==> config.mk <==
export PLATFORM = sky130hd
export DESIGN_NAME = posit_dec_arbiter
export DESIGN_NICKNAME = d
export VERILOG_FILES = /design/src/rtl/posit_dec_arbiter.sv
export SDC_FILE = /design/constraint.sdc
export NUM_CORES = 1
export LEC_CHECK = 0
export CAP_MARGIN = 10
export CORE_MARGIN = 5
export CORE_UTILIZATION = 42
export DETAILED_ROUTE_END_ITERATION = 10
export PLACE_DENSITY = 0.86
export SYNTH_ARGS = -nofsm -noshare
export SYNTH_HDL_FRONTEND = slang
export SYNTH_SLANG_ARGS = --single-unit
==> constraint.sdc <==
create_clock -name clk_i -period 4.1 [get_ports clk_i]
set_input_delay 0.82 -clock clk_i [delete_from_list [all_inputs] [get_ports clk_i]]
set_output_delay 0.82 -clock clk_i [all_outputs]
set_load 0.01 [all_outputs]
==> src/rtl/posit_dec_arbiter.sv <==
// posit_dec_arbiter: round-robin sharing of one posit pair decoder among NREQ requesters,
// with a per-owner burst quantum, a registered issue stage and an id tag pipeline matched to decode latency.
module posit_dec_arbiter #(
    parameter int WIDTH   = 8,
    parameter int NREQ    = 4,
    parameter int QUANTUM = 4,
    parameter int DEC_LAT = 1
) (
    input  logic                      clk_i,
    input  logic                      rstn,
    input  logic                      en_i,
    input  logic [NREQ-1:0]           mask_i,
    input  logic [NREQ-1:0]           req_vld_i,
    input  logic [NREQ*WIDTH-1:0]     req_win_i,
    input  logic [NREQ*WIDTH-1:0]     req_din_i,
    output logic [NREQ-1:0]           req_rdy_o,
    output logic [WIDTH-1:0]          dec_win_o,
    output logic [WIDTH-1:0]          dec_din_o,
    output logic                      dec_vld_o,
    output logic                      rsp_vld_o,
    output logic [$clog2(NREQ)-1:0]   rsp_id_o,
    output logic                      busy_o,
    output logic                      done_o
);
    localparam int IW = $clog2(NREQ);

    typedef enum logic [1:0] {IDLE, RUN, DRAIN} state_t;

    state_t          state, state_nxt;
    logic [IW-1:0]   owner, gnt_idx, idx;
    logic [3:0]      burst_cnt;
    logic [NREQ-1:0] elig;
    logic            keep, xfer, drained;
    logic [DEC_LAT:0] tag_vld;
    logic [IW-1:0]   tag_id [DEC_LAT+1];

    assign elig = req_vld_i & mask_i & {NREQ{state == RUN}};
    // burst_cnt of zero means nobody owns the decoder yet, so the first search starts at owner+1
    assign keep = elig[owner] && burst_cnt != 4'd0 && burst_cnt < 4'(QUANTUM);

    always_comb begin
        gnt_idx = owner;
        xfer    = keep;
        idx     = owner;
        if (!keep)
            for (int k = 1; k <= NREQ; k++) begin
                idx = IW'((int'(owner) + k) % NREQ);
                if (!xfer && elig[idx]) begin
                    xfer    = 1'b1;
                    gnt_idx = idx;
                end
            end
    end

    assign req_rdy_o = xfer ? ({{(NREQ-1){1'b0}}, 1'b1} << gnt_idx) : '0;
    assign drained   = !dec_vld_o && !(|tag_vld);

    always_comb begin
        state_nxt = state;
        done_o    = 1'b0;
        state_nxt = state == IDLE ? (en_i ? RUN : IDLE) :
                    state == RUN  ? (en_i ? RUN : DRAIN) :
                    en_i ? RUN : drained ? IDLE : DRAIN;
        done_o    = state == DRAIN && !en_i && drained;
    end

    always_ff @(posedge clk_i or negedge rstn) begin
        if (!rstn) begin
            state     <= IDLE;
            owner     <= IW'(NREQ - 1);
            burst_cnt <= '0;
            dec_win_o <= '0;
            dec_din_o <= '0;
            dec_vld_o <= 1'b0;
            tag_vld   <= '0;
            for (int i = 0; i <= DEC_LAT; i++) tag_id[i] <= '0;
        end else begin
            state <= state_nxt;
            if (xfer) begin
                owner     <= gnt_idx;
                burst_cnt <= keep ? burst_cnt + 4'd1 : 4'd1;
            end
            dec_win_o  <= xfer ? req_win_i[gnt_idx*WIDTH +: WIDTH] : '0;
            dec_din_o  <= xfer ? req_din_i[gnt_idx*WIDTH +: WIDTH] : '0;
            dec_vld_o  <= xfer;
            tag_vld[0] <= xfer;
            tag_id[0]  <= xfer ? gnt_idx : '0;
            for (int i = 1; i <= DEC_LAT; i++) begin
                tag_vld[i] <= tag_vld[i-1];
                tag_id[i]  <= tag_id[i-1];
            end
        end
    end

    assign rsp_vld_o = tag_vld[DEC_LAT];
    assign rsp_id_o  = tag_id[DEC_LAT];
    assign busy_o    = state != IDLE;
endmodule

[Word-level counts from Yosys, hierarchy flattened]
Index checks and enable logic that the tools add are counted.
Storage, ports and cells
  register bits after elaboration: 31
  bits in latches: 0
  bits in writable memories: 0
  bits in read-only memories: 0
  input bits: 75
  output and inout bits: 26
  word-level logic and storage cells: 81
  memories kept: 0
Operators by class
  $add $sub $neg: 5
  multipliers: 0
  div/mod/pow operators: 0
  magnitude comparators: 6
  equal/unequal tests: 2
  shift operators: 3
  mux-type cells: 34
  bitwise gates (word level): 2
  reductions and logical operators: 20
Operators with widths (number)
  32-bit by 6-bit variable part select with 8-bit output: 2
  2-bit two-way mux: 11
  8-bit two-way mux: 2
  2-bit by 3-bit less-than comparator with 1-bit output, second input constant: 5
  1-bit two-way mux: 14
  1-bit binary-select mux with 2-bit select: 5
  1-bit logical AND: 9
  4-bit bitwise AND: 2
  4-bit two-way mux: 2
  1-bit zero test: 7
  2-bit by 1-bit adder with 2-bit output, second input constant: 2
  2-bit adder, second input constant: 2
  4-bit by 1-bit adder with 4-bit output, second input constant: 1
  4-bit by 3-bit less-than comparator with 1-bit output, second input constant: 1
  4-bit nonzero test: 1
  1-bit by 2-bit << shifter with 4-bit output, first input constant: 1
  2-bit by 1-bit equality test with 1-bit output, second input constant: 1
  2-bit equality test, second input constant: 1
  2-bit zero test: 1
  2-bit nonzero test: 1
  2-bit OR reduction: 1

[Longest topological paths before layout]
  depth after elaboration: 24
  gate-level depth with buffers: 11
  mapped depth without buffers: 8

[Worst setup path before layout]
No wires, ideal clock.
  path kind: input-to-output
  from: input req_vld_i[0]
  to: output req_rdy_o[2]
  data arrival time: 2.519 ns
  slack: 0.761 ns
  stages on the path: 6
  path buffers: 1
  path through: and4b_1 mux4_2 a2111oi_0 o22a_2 buf_6 and3_1
On the way
  cells in the longest elaborated chain, start to end: 24
  elaborated cells on any way between the ends: 37
  classes of those cells: shift: 1; mux: 24; bitwise: 2; reduce/logical: 10
Ends and longest elaborated chain
  from (decl): line 13  | input logic [NREQ-1:0] req_vld_i,
  4-bit bitwise AND (*) (2 in a row): line 37  | assign elig = req_vld_i & mask_i & {NREQ{state == RUN}};
  1-bit binary-select mux with 2-bit select: line 39  | assign keep = elig[owner] && burst_cnt != 4'd0 && burst_cnt < 4'(QUANTUM);
  1-bit two-way mux (implied by the code): line 39
  1-bit logical AND (2 in a row): line 39
  1-bit zero test: line 48  | if (!xfer && elig[idx]) begin
  1-bit logical AND: line 48
  1-bit two-way mux: line 48
  1-bit two-way mux: line 45  | if (!keep)
  (+6 left out)
  1-bit two-way mux: line 48
  1-bit two-way mux: line 45
  1-bit zero test: line 48
  1-bit logical AND: line 48
  2-bit two-way mux: line 48
  2-bit two-way mux: line 45
  1-bit by 2-bit << shifter with 4-bit output: line 55  | assign req_rdy_o = xfer ? ({{(NREQ-1){1'b0}}, 1'b1} << gnt_idx) : '0;
  4-bit two-way mux (*): line 55
  to (decl): line 16  | output logic [NREQ-1:0] req_rdy_o,
Every way passes the cells marked *; elsewhere a longest branch is shown, timed or not. The select of a mux whose other input is x is not followed.

[Final worst setup path]
Ends and elaborated chain as after synthesis.

==> summary.md <==
| Metric | Value |
|---|---|
| CORE AREA | 0.00432 mm^2 |
| Min Tclk post-route | 3.96 ns |
| Total gr overflow | 0 |
| Worst R2R Path Depth | 10 |
| Port Buf Inserts | 100 |
| DP Worst Slack | -0.157 ns |
| ANT nets after route | 0 |
| WP data arrival | 3.14 ns |
| Crit path max fanout | 6 |
| Power per cell area | 604 mW/mm^2 |
| Status | finished, final reports clean |
| Count of flip-flops with a built-in enable after synthesis | 0 |
| Sink Count | 30 |
| Max_cap viols | 0 |
| Die Footprint | ~0.006 mm^2 |
| R2r setup slk | 1.14 ns |
| Gate Count Post-Synth | about 160 |
| Yosys warns | 0 |
| DRC Markers | 0 |
| Worst setup path end | req_rdy_o[2] |
| Synth Flop Type | dfrtp_1 |
| WL per Instance | around 16 um |
| Post-layout instance area | 0.00310 mm^2 |
| Row Count | 24 |
| Worst-Skew Late Latency | about 0.28 ns |
| Part of the power in the clock network | 13.0% |
| Share of layout cells above drive strength 1 | between 20% and 30% |
| First-pass GRT wire length | 8.73 mm |
| Iteration count of the initial detailed-routing pass | 4 |
| Fin. max-slew vios | 0 |
| Tot GR Track Use | 18.4% |
| Switch Pwr | 658 uW |
| Design Power | 1870 uW |
| Final worst-path cycle share | 96.5% |
| Die Wd | 76.6 um |
| Starting density of the core | 43.1% |
| TritonCTS clock tree | built |
| Sequential area share after synthesis | 40.4% |
| Vias/cell | 5.34 |
| Crit path launch type | primary input |
| Root Buffer | clkbuf_8 |
| Post-DP HPWL | about 4.2 mm |
| DR vias | 1,725 |
| Final core utilization | 71.7% |
| Layout fillers | about 340 |
| Max IR drop VDD | 0.000302 V |
| Initial antenna violation count | 0 |
| Cell-internal power | roughly 1200 uW |
| Largest net degree at the start of global routing | 31 |
| Nets@finish | between 300 and 400 |
| Post-Route WL | slightly above 5 mm |
| # diodes | 0 |
| CP Capture Type | output pin |
| CP Data Required Time | 3.28 ns |
| Hold WC Path Type | register to register |
| Sequential share of power | 26.4% |
| Avg Cell Area, Syn | 12.0 um^2 |
| Final hold vios | 0 |
| Final setup vio count | 0 |
| Worst-Margin Slew | 0.379 ns |
| Sw frac | a little over a third |
| Net Count, Synth | approximately 230 |
| Unique masters post-synth | between 40 and 50 |
| Worst reg2reg startpoint | owner[0] |
| Worst Skew | 0.00310 ns |
| #FFs+latches synth | 30 |
| Clock transition at the registers of the reported paths | roughly 0.060 ns |
| Syn-to-layout area delta | 66.2% |
| FMAX | 253 MHz |
| Drt first-iter violations | 50 |
| Vias in the first global route | 1,873 |
| Die Y | 76.6 um |
| Final WS setup | between 0.1 and 0.15 ns |
| Clock Tree Buf Depth | 2 |
| Relative slew slack | 74.7% |
| Placer Congestion | slightly below 0.9 |
| CTS Buf Count | 5 |
| Crit Reg-Reg Endpoint | dec_win_o[6] |
| Crit Path Class | primary input to output pin |
| RSZ-0062 raised after global routing | no |
| Crit path launch | req_vld_i[0] |
| Asr flop ratio synth | 100% |
| LEAKAGE | approximately 0.0013 uW |
| H-tree Lvls | 2 |
| Comb power frac | 60.5% |
| Synthesized area | around 0.0019 mm^2 |
| Placed Area | 0.00297 mm^2 |
| Io pins | roughly 100 |
| Cts hold-fix bufs | 0 |
## sequential cells by signal, summed over array words and instances, names as in the netlist
signal and cells:
state 2, owner 2, dec_win_o 8, rsp_id_o 2
tag_vld 2, dec_din_o 8, burst_cnt 4, tag_id 2
## worst max-delay path: stages
cell             delay [ns]
clkdlybuf4s50_1        0.49
nand2_1                0.10
buf_4                  0.15
or3b_2                 0.43
a21oi_1                0.32
or3_2                  0.19
o22a_2                 0.20
and3_1                 0.17
dlygate4sd2_1          0.27
## per-stage QoR
stage	TNS, ns	instances	hold WS [ns]
2_1_floorplan	0	156	0.331
3_3_place_gp	-0.249	312	0.334
3_5_place_dp	-0.363	312	0.336
4_1_cts	0	322	0.351
5_1_grt	0	323	0.355
6_report	0	323	0.349
## cell usage after synthesis (2+ instances only)
cell type | instances | area (um^2)
a21oi_1 | 5 | 25.0
and2_1 | 20 | 125
and4b_1 | 4 | 40.0
buf_4 | 3 | 22.5
buf_6 | 5 | 56.3
clkbuf_1 | 4 | 15.0
dfrtp_1 | 28 | 701
dfstp_2 | 2 | 52.6
ha_1 | 2 | 25.0
inv_1 | 4 | 15.0
mux4_2 | 18 | 405
nand2_1 | 8 | 30.0
nand3_1 | 5 | 25.0
nand4_1 | 4 | 25.0
nand4b_1 | 4 | 35.0
nor2_1 | 9 | 33.8
nor3_1 | 3 | 15.0
o21ai_0 | 3 | 15.0
or3b_2 | 2 | 17.5
## placed cells by master (no fill, tap or decap), types with 2 or more instances in the layout
cell type,count
o21ai_0,3
a21oi_1,5
mux4_2,18
nor2_1,9
inv_1,4
nand2_1,8
or3b_2,2
clkbuf_8,6
ha_1,2
nor3_1,3
and2_1,20
nand4_1,4
dlygate4sd2_1,4
dfstp_2,2
and4b_1,4
nand4b_1,4
clkdlybuf4s50_1,96
nand3_1,5
dfrtp_1,28
buf_4,20
## area by class of cell
type	count	area (um^2)	share of cell area, %
Timing Repair Buffer	120	1150	37.0
Multi-Input combinational cell	108	1020	32.9
Sequential cell	30	753	24.3
Clock buffer	6	82.6	2.66
Tap cell	52	65.1	2.10
Inverter	5	21.3	0.686
Clock inverter	2	12.5	0.404
## timing repair
item / in CTS / in global routing
gates cloned: 0 / 0
resized for setup: 6 / 1
buffers inserted: 2 / 1
pin swaps: 2 / 0
endpoints found under the setup margin: 4 / 1
## power by group through the flow
stage / sequential (uW) / combinational [uW] / clock [uW]
3_3_place_gp: 495 / 1100 / 0
5_1_grt: 510 / 1230 / 264
6_report: 495 / 1130 / 244
3_5_place_dp: 498 / 1120 / 0
2_1_floorplan: 502 / 706 / 0
4_1_cts: 494 / 1130 / 255
## metal layers
metal | GRT usage (%) | vias to the layer above | part of all wire [%]
met5 | 0 | - | 0
met4 | 5.42 | 0 | 1.7
met3 | 6.62 | 7 | 9.7
met2 | 32.4 | 87 | 51
met1 | 20.7 | 821 | 38
li1 | - | 810 | -
## cells by family (layout without fill, tap and decap cells)
| kind of cell | Yosys count | in the layout | share of synthesized area, % |
|---|---|---|---|
| AND/OR/NAND/NOR | 70 | 70 | 23.3 |
| flip-flops | 30 | 30 | 40.4 |
| AO/OA/AOI/OAI | 18 | 18 | 6.78 |
| multiplexers | 18 | 18 | 21.7 |
| buffers and inverters | 18 | 133 | 6.44 |
| adder cells (fa/ha/maj) | 2 | 2 | 1.34 |
## how the worst min path moves through the flow
stage                     depth (start not counted)  slack (ns)     endpoint  startpoint
after floorplan                                   0        0.33  rsp_id_o[0]   tag_id[2]
after global placement                            0        0.33  rsp_id_o[1]   tag_id[3]
after detailed placement                          0        0.34  rsp_id_o[1]   tag_id[3]
after CTS                                         0        0.35  rsp_id_o[1]   tag_id[3]
after global routing                              0        0.35  rsp_id_o[1]   tag_id[3]
final                                             0        0.35  rsp_id_o[1]   tag_id[3]
(Power assumes the default switching activity.)
